<file path="src/rtl/regfile_pkg.sv">
// Shared types and defaults for the multi-port register file.
package regfile_pkg;

  // Clear sweep after reset, then normal operation.
  typedef enum logic {
    RF_CLEAR = 1'b0,
    RF_RUN   = 1'b1
  } rf_state_t;

  localparam int RF_WIDTH = 32;
  localparam int RF_DEPTH = 32;

  // Index width for a file of the given depth (never narrower than one bit).
  function automatic int rf_addr_w(input int depth);
    return (depth > 1) ? $clog2(depth) : 1;
  endfunction

endpackage

</file>
<file path="src/rtl/regfile_if.sv">
// Write/read bus of the register file. The master drives addresses and data,
// the slave (the file itself) returns read data and the ready flag.
interface regfile_if #(
  parameter int WIDTH  = 32,
  parameter int ADDR_W = 5,
  parameter int NUM_RD = 2
);

  logic                           ready;
  logic                           wr_en;
  logic [ADDR_W-1:0]              wr_addr;
  logic [WIDTH-1:0]               wr_data;
  logic [NUM_RD-1:0]              rd_en;
  logic [NUM_RD-1:0][ADDR_W-1:0]  rd_addr;
  logic [NUM_RD-1:0][WIDTH-1:0]   rd_data;

  modport master (
    input  ready, rd_data,
    output wr_en, wr_addr, wr_data, rd_en, rd_addr
  );

  modport slave (
    output ready, rd_data,
    input  wr_en, wr_addr, wr_data, rd_en, rd_addr
  );

endinterface

</file>
<file path="src/rtl/regfile_rd_port.sv">
// One read port: index mux over the storage array, zero/range masking,
// same-cycle write bypass and an optional output register.
module regfile_rd_port
  import regfile_pkg::*;
#(
  parameter int WIDTH         = RF_WIDTH,
  parameter int DEPTH         = RF_DEPTH,
  parameter int ADDR_W        = rf_addr_w(RF_DEPTH),
  parameter int RD_LATENCY    = 0,
  parameter int BYPASS        = 1,
  parameter int HARDWIRE_ZERO = 1
) (
  input  logic              clk,
  input  logic              rst,
  input  logic              i_run,
  input  logic              i_rd_en,
  input  logic [ADDR_W-1:0] i_rd_addr,
  input  logic [WIDTH-1:0]  i_regs [DEPTH],
  input  logic              i_wr_valid,
  input  logic [ADDR_W-1:0] i_wr_addr,
  input  logic [WIDTH-1:0]  i_wr_data,
  output logic [WIDTH-1:0]  o_rd_data
);

  logic             w_in_range;
  logic             w_zero_idx;
  logic             w_hit;
  logic [WIDTH-1:0] w_value;
  logic [WIDTH-1:0] r_rd_data;

  assign w_in_range = int'(i_rd_addr) < DEPTH;
  assign w_zero_idx = (HARDWIRE_ZERO != 0) && (i_rd_addr == '0);
  assign w_hit      = (BYPASS != 0) && i_wr_valid && (i_wr_addr == i_rd_addr);

  // Select the value this port would return for the current address.
  always_comb begin
    // NOTE: default assignment first so every path drives w_value and no latch is inferred.
    w_value = '0;
    if (i_run && i_rd_en && w_in_range && !w_zero_idx) begin
      if (w_hit) w_value = i_wr_data;
      else       w_value = i_regs[i_rd_addr];
    end
  end

  // Output register used when the read stage is pipelined.
  always_ff @(posedge clk) begin
    if (rst) r_rd_data <= '0;
    else     r_rd_data <= w_value;
  end

  assign o_rd_data = (RD_LATENCY == 0) ? w_value : r_rd_data;

endmodule

</file>
<file path="src/rtl/regfile_mp.sv">
// Parametrised multi-read-port register file with a self-clearing reset
// sweep, write-to-read bypass and optional hardwired-zero entry.
module regfile_mp
  import regfile_pkg::*;
#(
  parameter int WIDTH         = RF_WIDTH,
  parameter int DEPTH         = RF_DEPTH,
  parameter int NUM_RD        = 2,
  parameter int RD_LATENCY    = 0,
  parameter int BYPASS        = 1,
  parameter int HARDWIRE_ZERO = 1
) (
  input  logic      clk,
  input  logic      rst,
  regfile_if.slave  bus
);

  localparam int ADDR_W = rf_addr_w(DEPTH);

  rf_state_t         r_state;
  logic [ADDR_W-1:0] r_clr_ptr;
  logic              r_ready;
  logic [WIDTH-1:0]  r_regs [DEPTH];

  logic              w_run;
  logic              w_wr_valid;
  logic              w_mem_we;
  logic [ADDR_W-1:0] w_mem_addr;
  logic [WIDTH-1:0]  w_mem_data;

  assign w_run = (r_state == RF_RUN);

  // A write lands only in RUN, in range, and not on the hardwired-zero entry;
  // anything presented while rst is high is discarded.
  assign w_wr_valid = !rst && w_run && bus.wr_en
                   && (int'(bus.wr_addr) < DEPTH)
                   && !((HARDWIRE_ZERO != 0) && (bus.wr_addr == '0));

  // The sweep and normal writes share one write port.
  assign w_mem_we   = !rst && (!w_run || w_wr_valid);
  assign w_mem_addr = w_run ? bus.wr_addr : r_clr_ptr;
  assign w_mem_data = w_run ? bus.wr_data : '0;

  // Clear sweep FSM: zero one entry per cycle, then enter RUN and raise ready.
  always_ff @(posedge clk) begin
    // NOTE: state is updated with non-blocking assignments so every reader sees the pre-edge value.
    if (rst) begin
      r_state   <= RF_CLEAR;
      r_clr_ptr <= '0;
      r_ready   <= 1'b0;
    end else begin
      case (r_state)
        RF_CLEAR: begin
          if (r_clr_ptr == ADDR_W'(DEPTH - 1)) begin
            r_state <= RF_RUN;
            r_ready <= 1'b1;
          end else begin
            r_clr_ptr <= r_clr_ptr + 1'b1;
          end
        end
        RF_RUN: begin
          r_ready <= 1'b1;
        end
        default: begin
          r_state <= RF_CLEAR;
        end
      endcase
    end
  end

  // Storage write port.
  always_ff @(posedge clk) begin
    // NOTE: the array has no reset branch; the sweep zeroes it so it can map onto plain RAM.
    if (w_mem_we) r_regs[w_mem_addr] <= w_mem_data;
  end

  assign bus.ready = r_ready;

  for (genvar p = 0; p < NUM_RD; p++) begin : g_rd
    regfile_rd_port #(
      .WIDTH         (WIDTH),
      .DEPTH         (DEPTH),
      .ADDR_W        (ADDR_W),
      .RD_LATENCY    (RD_LATENCY),
      .BYPASS        (BYPASS),
      .HARDWIRE_ZERO (HARDWIRE_ZERO)
    ) u_rd_port (
      .clk        (clk),
      .rst        (rst),
      .i_run      (w_run),
      .i_rd_en    (bus.rd_en[p]),
      .i_rd_addr  (bus.rd_addr[p]),
      .i_regs     (r_regs),
      .i_wr_valid (w_wr_valid),
      .i_wr_addr  (bus.wr_addr),
      .i_wr_data  (bus.wr_data),
      .o_rd_data  (bus.rd_data[p])
    );
  end

endmodule

</file>
<file path="src/flat_wrapper.sv">
// flat-port wrapper written by rule: the top's interface ports become plain ports
module regfile_mp_flat import regfile_pkg::*;
#(
  parameter int WIDTH         = RF_WIDTH,
  parameter int DEPTH         = RF_DEPTH,
  parameter int NUM_RD        = 2,
  parameter int RD_LATENCY    = 0,
  parameter int BYPASS        = 1,
  parameter int HARDWIRE_ZERO = 1
)
  (clk, rst, bus_ready, bus_rd_data, bus_wr_en, bus_wr_addr, bus_wr_data, bus_rd_en, bus_rd_addr);
  regfile_if #(.WIDTH(WIDTH), .ADDR_W((rf_addr_w(32))), .NUM_RD(NUM_RD)) bus_i ();
  input  logic clk;
  input  logic rst;
  output wire logic [$bits(bus_i.ready)-1:0] bus_ready;
  output wire logic [$bits(bus_i.rd_data)-1:0] bus_rd_data;
  input wire logic [$bits(bus_i.wr_en)-1:0] bus_wr_en;
  input wire logic [$bits(bus_i.wr_addr)-1:0] bus_wr_addr;
  input wire logic [$bits(bus_i.wr_data)-1:0] bus_wr_data;
  input wire logic [$bits(bus_i.rd_en)-1:0] bus_rd_en;
  input wire logic [$bits(bus_i.rd_addr)-1:0] bus_rd_addr;
  assign bus_ready = bus_i.ready;
  assign bus_rd_data = bus_i.rd_data;
  assign bus_i.wr_en = bus_wr_en;
  assign bus_i.wr_addr = bus_wr_addr;
  assign bus_i.wr_data = bus_wr_data;
  assign bus_i.rd_en = bus_rd_en;
  assign bus_i.rd_addr = bus_rd_addr;
  regfile_mp #(.WIDTH(WIDTH), .DEPTH(DEPTH), .NUM_RD(NUM_RD), .RD_LATENCY(RD_LATENCY), .BYPASS(BYPASS), .HARDWIRE_ZERO(HARDWIRE_ZERO)) u_core (.clk(clk), .rst(rst), .bus(bus_i));
endmodule
</file>
<file path="config.mk">
export PLATFORM = sky130hd
export DESIGN_NAME = regfile_mp_flat
export DESIGN_NICKNAME = d
export VERILOG_FILES = /design/src/rtl/regfile_pkg.sv /design/src/rtl/regfile_if.sv /design/src/rtl/regfile_rd_port.sv /design/src/rtl/regfile_mp.sv /design/src/flat_wrapper.sv
export SDC_FILE = /design/constraint.sdc
export NUM_CORES = 1
export LEC_CHECK = 0
export BUFFER_PORTS_ARGS = -buffer_cell sky130_fd_sc_hd__buf_2
export CAP_MARGIN = 10
export CORE_MARGIN = 2
export CORE_UTILIZATION = 40
export DETAILED_ROUTE_END_ITERATION = 10
export MAX_ROUTING_LAYER = met4
export PLACE_DENSITY_LB_ADDON = 0.1
export SLEW_MARGIN = 15
export SYNTH_ARGS = -nofsm -noshare
export SYNTH_HDL_FRONTEND = slang
export SYNTH_SLANG_ARGS = --single-unit
</file>
<file path="constraint.sdc">
create_clock -name clk -period 7.2 [get_ports clk]
set_clock_uncertainty 0.15 [all_clocks]
set_input_delay 1.08 -clock clk [delete_from_list [all_inputs] [get_ports clk]]
set_output_delay 1.08 -clock clk [all_outputs]
set_load 0.005 [all_outputs]
</file>
==> flow_summary.toml <==
[worst_setup_path]
cp_max_fo = 33
critPathRequiredTime_ns = 5.97
r2r_setup_slack_ns = 2.73
rr_worst_depth = 6
crit_path_end_kind = "primary output"
crit_type = "input port to primary output"
crit_arrival_ns = 4.14
worst_setup_path_start_kind = "input port"

[status]
outcome = "finished clean"

[floorplan]
start_util_pct = 40.3
fp.dieW_um = 352
core_um2 = 120000
io_pins = 117
dieHeight_um = 352
die-area_um2 = 124000
num_rows = 127

[global_routing]
grt_max_degree = 106
grt_pass1_wl_um = 230000
grt_overflow = 0
grt_pass1_vias = 29562
globalRouteTotalUtil_pct = 27.4
antenna_found_initial = 10

[job]
max-cap-violations = 0

[clocking]
cts_resized = 0
cts_tree = "built"
cts_setup_buffers = 0
cts_hold_buffers = 0
htreeDepth = 3
cts_inserted_buffers = 113
cts_sinks = 1031
path_clk_slew_ns = 0.06
clk_path_buf_depth = 3
clk_latency_ns = 0.70
clk_root_buffer_cell = "clkbuf_16"

[cells_and_area]
nNetsFinal = 2820
regArea_um2 = 30900
stdcell_area_um2 = 55000
final_util_pct = 45.8
drive_above_1_share_pct = 28.5
fillers = 10246
syn_to_final_growth_pct = 13.6
multi_input_area_um2 = 16800

[min_path]
holdPathStages = 2
hold_path.class = "flip-flop to flip-flop"

[synth]
ys_ff_latch = 1031
syn_nets = 2723
syn_inst = 2669
ys_types = 41
synth_top_cells_by_area = "edfxtp_1 (64%), mux4_2 (18%), mux2i_1 (5.3%), a22oi_1 (3.0%), a221oi_1 (2.3%)"
synth_top_area_share_pct = 63.5
synth-edff-count = 1024
async_flop_share_pct = 0
ys.flop_type = "edfxtp_1"
syn_area_um2 = 48400
yosys.area.top_type = "edfxtp_1"
synth_commonest_cells = "edfxtp_1 (1024), mux4_2 (384), mux2i_1 (258)"
syn_avg_cell_area_um2 = 18.1
ys_warn_count = 0
synth.most_common_cell = "edfxtp_1"
ys_seq_area_share_pct = 63.8

[sta]
relSlewSlack_pct = 17.4
setup_viol = 0
setup_ws_ns = 1.83
worst_slew_pin_slew_ns = 1.24
hold_viol = 0
period_needed_ns = 5.37
final_max_slew_viol_count = 0
rsz0062_at_grt = "no"
finalCritPeriodShare_pct = 74.5
setup_tns_ns = 0
fmax_mhz = 186

[drt]
vias = 29372
wire_per_inst_um = 36.9
drc_errors = 0
drt_iter0_drc = 3709
ant_nets = 0
dr.pass1.iters = 5
via_per_inst = 6.56
finalWirelength_um = 165000

[place]
dpl.hpwl_um = 97800
io_buffers = 116
place_worst_setup_slack_ns = 1.91
place_area_um2 = 51300
gp_congestion = 0.861

[pwr]
power.leakage_nw = 18.0
irDropWorstVdd_v = 0.000185
powerDensity_nw_per_um2 = 241
p_total_mw = 13.3
==> final timing paths <==
kind / to / start
setup reg to reg: u_core.r_regs[41] / u_core.r_state
hold / removal: u_core.bus.ready / u_core.bus.ready
setup / recovery: bus_rd_data[48] / bus_rd_addr[7]
hold reg to reg: u_core.bus.ready / u_core.bus.ready
==> routing by layer <==
| layer | vias to the layer above | track usage (%) | part of all wire, % |
|---|---|---|---|
| met5 | - | - | 0 |
| met4 | 0 | 7.11 | 2.2 |
| met3 | 201 | 4.41 | 9.1 |
| met2 | 1534 | 41.3 | 47 |
| met1 | 15899 | 39.0 | 42 |
| li1 | 11738 | - | - |
==> cell type report <==
type | count | share of cell area [%]
tap | 1612 | 3.67
inverter | 6 | 0.0409
sequential | 1031 | 56.2
multi-input combinational | 1408 | 30.6
timing repair buffer | 206 | 2.86
antenna | 5 | 0.0227
clock inverter | 76 | 1.30
clock buffer | 135 | 5.33
==> worst max-delay path, cell delays in order <==
cell      delay, ns
buf_2          0.58
xnor2_1        0.19
nand3_1        0.16
or3_4          0.64
a211oi_4       0.64
buf_12         0.31
a211o_1        0.30
buf_2          0.17
==> cells in the final DEF (no fill, tap or decap), types with 2 or more instances in the layout <==
cell / count
a211o_1: 32
a21oi_1: 66
a221o_1: 32
a221oi_1: 128
a22oi_1: 192
and2_1: 23
and2_2: 12
and3_1: 34
buf_12: 15
buf_16: 4
buf_2: 112
buf_4: 70
buf_8: 5
bufinv_16: 13
clkbuf_1: 21
clkbuf_16: 114
clkinv_1: 32
clkinv_2: 23
dfxtp_1: 6
diode_2: 5
edfxtp_1: 1024
ha_1: 2
inv_1: 4
inv_2: 2
inv_6: 5
mux2i_1: 258
mux4_2: 384
nand2_1: 55
nand3_1: 4
nor2_1: 42
nor2_4: 37
nor2b_4: 5
o21ai_0: 38
o21bai_1: 32
o31ai_4: 2
xnor2_1: 12
==> logic make-up after synthesis <==
family / synth area share, %
simple gates: 2.22
fa+ha+maj: 0.0517
compound gates: 8.29
flops: 63.8
mux: 23.2
xor+xnor: 0.235
buf+inv: 2.15
==> power by group <==
group / internal (mW) / total (mW) / switching (mW)
Sequential: 6.54 / 6.56 / 0.0181
Combinational: 0.369 / 0.935 / 0.566
Clock: 3.36 / 5.78 / 2.42
Total: 10.3 / 13.3 / 3.00
==> flip-flops by register name, summed over array words and instances (netlist names) <==
| register | cells |
|---|---|
| u_core.r_regs | 1024 |
| u_core.r_state | 1 |
| u_core.r_clr_ptr | 5 |
| u_core.bus.ready | 1 |
==> through the flow <==
step,hold WS (ns),std cells
floorplan,0.324,2669
global placement,0.346,4257
detailed placement,0.343,4261
CTS,0.357,4472
global route,0.397,4478
finish,0.366,4479
(Power assumes the default switching activity.)
